===== config.mk =====
export PLATFORM = sky130hd
export DESIGN_NAME = gray_ptr_counter
export DESIGN_NICKNAME = d
export VERILOG_FILES = /design/src/rtl/gray_ptr_counter.sv
export SDC_FILE = /design/constraint.sdc
export NUM_CORES = 1
export LEC_CHECK = 0
export CAP_MARGIN = 20
export CELL_PAD_IN_SITES_DETAIL_PLACEMENT = 1
export CELL_PAD_IN_SITES_GLOBAL_PLACEMENT = 1
export CORE_UTILIZATION = 36
export CTS_CLUSTER_DIAMETER = 50
export DETAILED_ROUTE_END_ITERATION = 7
export PLACE_DENSITY_LB_ADDON = 0.1
export SYNTH_ARGS = -nofsm -noshare
export SYNTH_HDL_FRONTEND = slang
export SYNTH_SLANG_ARGS = --single-unit

===== constraint.sdc =====
create_clock -name clk -period 11.8 [get_ports clk]
set_clock_uncertainty 0.05 [all_clocks]
set_input_delay 2.95 -clock clk [delete_from_list [all_inputs] [get_ports clk]]
set_output_delay 2.95 -clock clk [all_outputs]
set_load 0.01 [all_outputs]

===== src/rtl/gray_ptr_counter.sv =====
// Registered up/down Gray-code pointer with synchronous load, wrap or saturate at the
// range ends, and a combinational look-ahead of the next Gray value.
module gray_ptr_counter #(
  parameter int             PTR         = 8,
  parameter int             WRAP_MODE   = 1,
  parameter logic [PTR:0]   RESET_VALUE = '0
) (
  input  logic         clk,
  input  logic         rst,
  input  logic         en,
  input  logic         dir,
  input  logic         load,
  input  logic         load_is_gray,
  input  logic [PTR:0] load_value,
  output logic [PTR:0] bin_value,
  output logic [PTR:0] gray_value,
  output logic [PTR:0] gray_next,
  output logic         wrap
);

  localparam bit           WRAP_EN = (WRAP_MODE != 0);
  localparam logic [PTR:0] ONE     = {{PTR{1'b0}}, 1'b1};

  function automatic logic [PTR:0] gray_to_bin(input logic [PTR:0] g);
    logic [PTR:0] b;
    b[PTR] = g[PTR];
    for (int i = PTR - 1; i >= 0; i--) begin
      b[i] = b[i+1] ^ g[i];
    end
    return b;
  endfunction

  logic [PTR:0] r_bin;
  logic [PTR:0] r_gray;
  logic         r_wrap;

  logic [PTR:0] w_load_bin;
  logic [PTR:0] w_step_bin;
  logic [PTR:0] w_next_bin;
  logic         w_at_edge;
  logic         w_next_wrap;

  assign w_load_bin = load_is_gray ? gray_to_bin(load_value) : load_value;
  assign w_at_edge  = dir ? (&r_bin) : ~(|r_bin);

  // Natural overflow of the adder gives the modular wrap; saturate mode holds instead.
  always_comb begin
    w_step_bin = dir ? (r_bin + ONE) : (r_bin - ONE);
    if (w_at_edge && !WRAP_EN) begin
      w_step_bin = r_bin;
    end
  end

  always_comb begin
    w_next_bin  = r_bin;
    w_next_wrap = 1'b0;
    if (rst) begin
      w_next_bin = RESET_VALUE;
    end else if (load) begin
      w_next_bin = w_load_bin;
    end else if (en) begin
      w_next_bin  = w_step_bin;
      w_next_wrap = w_at_edge;
    end
  end

  assign gray_next = w_next_bin ^ (w_next_bin >> 1);

  // Gray is kept in its own flops so the CDC-facing bus never glitches through logic.
  always_ff @(posedge clk) begin
    r_bin  <= w_next_bin;
    r_gray <= gray_next;
    r_wrap <= w_next_wrap;
  end

  assign bin_value  = r_bin;
  assign gray_value = r_gray;
  assign wrap       = r_wrap;

endmodule


## Yosys cells after proc, flatten, opt, wreduce, memory -nomap -nowiden

Index checks and enable logic that the tools add are counted.

| storage, ports and cells | value |
|---|---|
| register bits | 19 |
| input bits | 15 |
| output and inout port bits | 28 |
| word-level logic and storage cells | 25 |

| operators by class | value |
|---|---|
| add/sub/neg operators | 2 |
| mux-type cells | 6 |
| bitwise operators | 11 |
| reduce and logical (&&, ||, !) cells | 3 |

Operators by type and width:

| cell | count |
|---|---|
| 9-bit two-way mux | 4 |
| 9-bit by 1-bit adder with 9-bit output (second input constant) | 1 |
| 9-bit AND reduction | 1 |
| 9-bit OR reduction | 1 |
| 9-bit by 1-bit subtractor with 9-bit output (second input constant) | 1 |
| 9-bit by 8-bit bitwise XOR with 9-bit output | 1 |
| 8-bit two-way mux | 1 |
| 1-bit bitwise XOR | 8 |
| 3-bit OR reduction | 1 |
| 1-bit NOT | 2 |
| 1-bit two-way mux | 1 |

## Longest topological paths before layout

| logic depth | value |
|---|---|
| depth after elaboration | 12 |
| gate-level depth with buffers | 9 |
| depth with buffers taken out | 9 |

## Worst setup path before layout

No wires, ideal clock.

| path | value |
|---|---|
| path type | input to output |
| start | input port dir |
| end | output port gray_next[4] |
| arrival | 4.966 ns |
| data required time | 8.800 ns |
| path slack | 3.834 ns |
| cell stages on the path | 9 |
| path buffers | 0 |
| cells stage by stage | inv_1 -> ha_1 -> a21o_1 -> a21oi_1 -> o21bai_1 -> a21oi_1 -> mux2_2 -> a221o_1 -> mux2_2 |

| between the ends | value |
|---|---|
| longest elaborated chain between the ends | 5 |

Ends and longest elaborated chain:

| element | line | source |
|---|---|---|
| from (decl) | 11 | `input logic dir,` |
| 9-bit two-way mux | 48 | `w_step_bin = dir ? (r_bin + ONE) : (r_bin - ONE);` |
| 9-bit two-way mux | 61 | `end else if (en) begin` |
| 9-bit two-way mux | 59 | `end else if (load) begin` |
| 9-bit two-way mux | 57 | `if (rst) begin` |
| 9-bit by 8-bit bitwise XOR with 9-bit output | 67 | `assign gray_next = w_next_bin ^ (w_next_bin >> 1);` |
| to (decl) | 17 | `output logic [PTR:0] gray_next,` |

No other way between the ends.

## Worst setup path after layout

| path | value |
|---|---|
| start | input port dir |
| end | output port gray_next[7] |

The elaborated chain is that of the path after synthesis.

==> summary.txt <==
Htree depth = 1
Worst Path Required = 8.80 ns
Seq cells post-synth = 18
Post-Synth XOR/XNOR Area = 0.181
Worst slew margin = 0.468
1st-iter DRT viols = 46
Worst Path Buf+Inv = 3
Mapped Nets = 171
RSZ-0062 raised after global routing = no
PortBufs = 42
Post-cts sizing count = 0
Status = finished, final reports clean
Synthesized cell area = 0.00129 mm2
Worst Path Arrival = 6.40 ns
Die W = 61.8 um
Max Transition Viols Final = 0
Root Driver = clkbuf_4
Synthesized netlist cell count = 148
Netlist cell types = 41
Pleak = 0.710 nW
Top_reg_cell synth = dfxtp_1
Register share of total power = 0.347
Cell Rows = 21
Share of cells above drive strength 1 = 0.0695
NetSw = 0.0000792 W
Worst-path clk slew = 0.11 ns
Tot Pwr = 0.000227 W
Adder-cell area share of the yosys netlist = 0.0835
Layout fillers = 402
Final core occ = 0.521
First-pass GRT wire length = 5700 um
Routed wire length = 3790 um
Pin count of the biggest net entering global routing = 21
Slowest-stage cell, CP = clkdlybuf4s50_1
Tmin final = 9.40 ns
Register area share after synthesis = 0.280
DIE AREA = 0.00382 mm2
Post-CTS Setup Bufs = 0
Switching share of power = 0.348
Die height = 61.8 um
CP cell instances = clkdlybuf4s50_1 > inv_1 > ha_1 > nor2b_1 > o21a_1 > o211ai_1 > a2111oi_0 > nor4_1 > nand4b_1 > xnor2_1 > clkdlybuf4s50_1
TritonCTS Buffers = 3
Yosys Warn Count = 0
Final Hold Slack = 0.648 ns
Initial antenna violation count = 0
ANT nets after route = 0
Core area = 0.00339 mm2
Asr flop ratio synth = 0
Setup tns final = 0 ns
Cell Pwr Density = 129 mW/mm2
Internal power = 0.000148 W
CP Class = in -> out
Initial Util = 0.380
CTS sink cnt = 18
DRC Markers = 0
Syn avg cell area = 8.71 um2
# Max-Cap Violations = 0
Total Nets Final = 211
Clock Tree Buf Depth = 2
Worst vdd ir = 0.0833 mV
Post-synth EDFFs = 0
Via density = 5.38
Vias in the first global route = 1,231
Simple-Gate Fraction of Synth Area = 0.183
Total track usage = 0.208
Endpoint class of the critical path = primary output
CTS tree = yes
CP max stage delay = 0.61 ns
Hold-fix buffers, CTS = 0
Crit path max fanout = 8
Final Hold Viols = 0
Clk pwr share = 0.168
Gpl congestion = 0.871
Num ports = 43
Part of the cycle the worst path needs = 0.796
Top Family by Delay on Critical Path = buffers and inverters
Logic pwr share = 0.484
Max Fclk = 0.106 GHz
Layout area overhead = 37.0%
CP dominant cell by count = clkdlybuf4s50_1
Drt pass-1 iters = 4
Gr ovfl total = 0
Antenna diodes = 0
Tightest Hold Check Type = reg -> reg
Worst-Skew Late Latency = 0.30 ns
Setup violators final = 0
Worst Tran Pin Value = 0.795 ns
CP startpoint kind = input port
WL/cell = 16.3 um
Detailed-route via count = 1,253
Largest family of logic cells by synthesized area = compound AO/OA/AOI/OAI gates
Mux cell area share after synthesis = 0.0252
Synth Area in Compound Gates = 0.189
Half-perimeter wire length after placement = 3010 um
## tightest hold or removal path, stage by stage (launching register included)
cell,delay (ns)
dfxtp_1,0.37
nor2_1,0.10
a31oi_1,0.08
nor3_1,0.11
## state kept, by name, summed over array words and instances (netlist names)
| signal | count |
|---|---|
| gray_value | 8 |
| wrap | 1 |
| bin_value | 9 |
## cell usage in the layout, fill, tap and decap left out, types with 2 or more instances in the layout
| master | n |
|---|---|
| nor2_1 | 8 |
| ha_1 | 7 |
| a211oi_2 | 3 |
| clkbuf_4 | 3 |
| nor3_1 | 5 |
| nand3_1 | 2 |
| nand4_1 | 2 |
| xor2_1 | 15 |
| a311oi_1 | 2 |
| mux2_2 | 2 |
| clkdlybuf4s50_1 | 42 |
| a21o_1 | 2 |
| nor2b_1 | 5 |
| nand2b_1 | 3 |
| dfxtp_1 | 18 |
| o21a_1 | 2 |
| a2111oi_0 | 2 |
| inv_1 | 9 |
| a21oi_1 | 8 |
| nor4_1 | 3 |
| xnor2_1 | 6 |
| o21ai_0 | 4 |
| a211oi_1 | 4 |
| nand2_1 | 12 |
## power groups by stage
stage               clock network [W]   logic, W  registers [W]
floorplan                           0  0.0000554      0.0000834
global placement                    0   0.000106      0.0000797
CTS                         0.0000402   0.000111      0.0000792
detailed placement                  0   0.000110      0.0000805
finish                      0.0000383   0.000110      0.0000790
global route                0.0000419   0.000120      0.0000800
## final cells by class
cell class,count,area [um2],area share
sequential,18,360,0.204
clock buffer,4,36.3,0.0206
inverter,10,37.5,0.0213
tap,46,57.6,0.0326
timing repair buffer,42,420,0.238
multi-input combinational,113,853,0.483
## Yosys cell counts, types with 2 or more instances
| cell | number | area [um2] |
|---|---|---|
| dfxtp_1 | 18 | 360 |
| xor2_1 | 15 | 131 |
| nand2_1 | 12 | 45.0 |
| inv_1 | 9 | 33.8 |
| a21oi_1 | 8 | 40.0 |
| nor2_1 | 8 | 30.0 |
| ha_1 | 7 | 87.6 |
| xnor2_1 | 6 | 52.6 |
| nor2b_1 | 5 | 31.3 |
| nor3_1 | 5 | 25.0 |
| a211oi_1 | 4 | 30.0 |
| clkbuf_1 | 4 | 15.0 |
| o21ai_0 | 4 | 20.0 |
| a211oi_2 | 3 | 37.5 |
| buf_4 | 3 | 22.5 |
| nand2b_1 | 3 | 18.8 |
| nor4_1 | 3 | 18.8 |
| a2111oi_0 | 2 | 17.5 |
| a21o_1 | 2 | 15.0 |
| a311oi_1 | 2 | 17.5 |
| mux2_2 | 2 | 22.5 |
| nand3_1 | 2 | 10.0 |
| nand4_1 | 2 | 12.5 |
| o21a_1 | 2 | 15.0 |
## stage by stage
| step | setup slack, ns | cell area [um2] | instances |
|---|---|---|---|
| after floorplan | 3.83 | 1290 | 148 |
| after global placement | 2.55 | 1730 | 229 |
| after detailed placement | 2.41 | 1730 | 229 |
| after CTS | 2.38 | 1770 | 233 |
| after global routing | 2.13 | 1770 | 233 |
| final | 2.40 | 1770 | 233 |
## logic make-up (layout without fill, tap and decap cells)
| kind of cell | count (synthesis) | in the layout |
|---|---|---|
| AO/OA/AOI/OAI | 33 | 33 |
| XOR/XNOR | 23 | 23 |
| adder cells (fa/ha/maj) | 8 | 8 |
| buffers and inverters | 17 | 56 |
| flip-flops | 18 | 18 |
| multiplexers | 3 | 3 |
| AND/OR/NAND/NOR | 46 | 46 |
## worst paths after layout
path	startpoint	to	slack [ns]	cells after the start
max reg2reg	bin_value[0]	gray_value[7]	8.95	9
min reg2reg	bin_value[4]	wrap	0.65	3
min	bin_value[4]	wrap	0.65	3
max	dir	gray_next[7]	2.40	11
## layer usage
metal / vias up / track usage / routed length [um]
met5: - / 0 / 0
met4: 0 / 0.0667 / 67
met3: 6 / 0.0393 / 116
met2: 32 / 0.398 / 2090
met1: 608 / 0.229 / 1510
li1: 607 / - / -
Power figures use the tool's default switching activity.
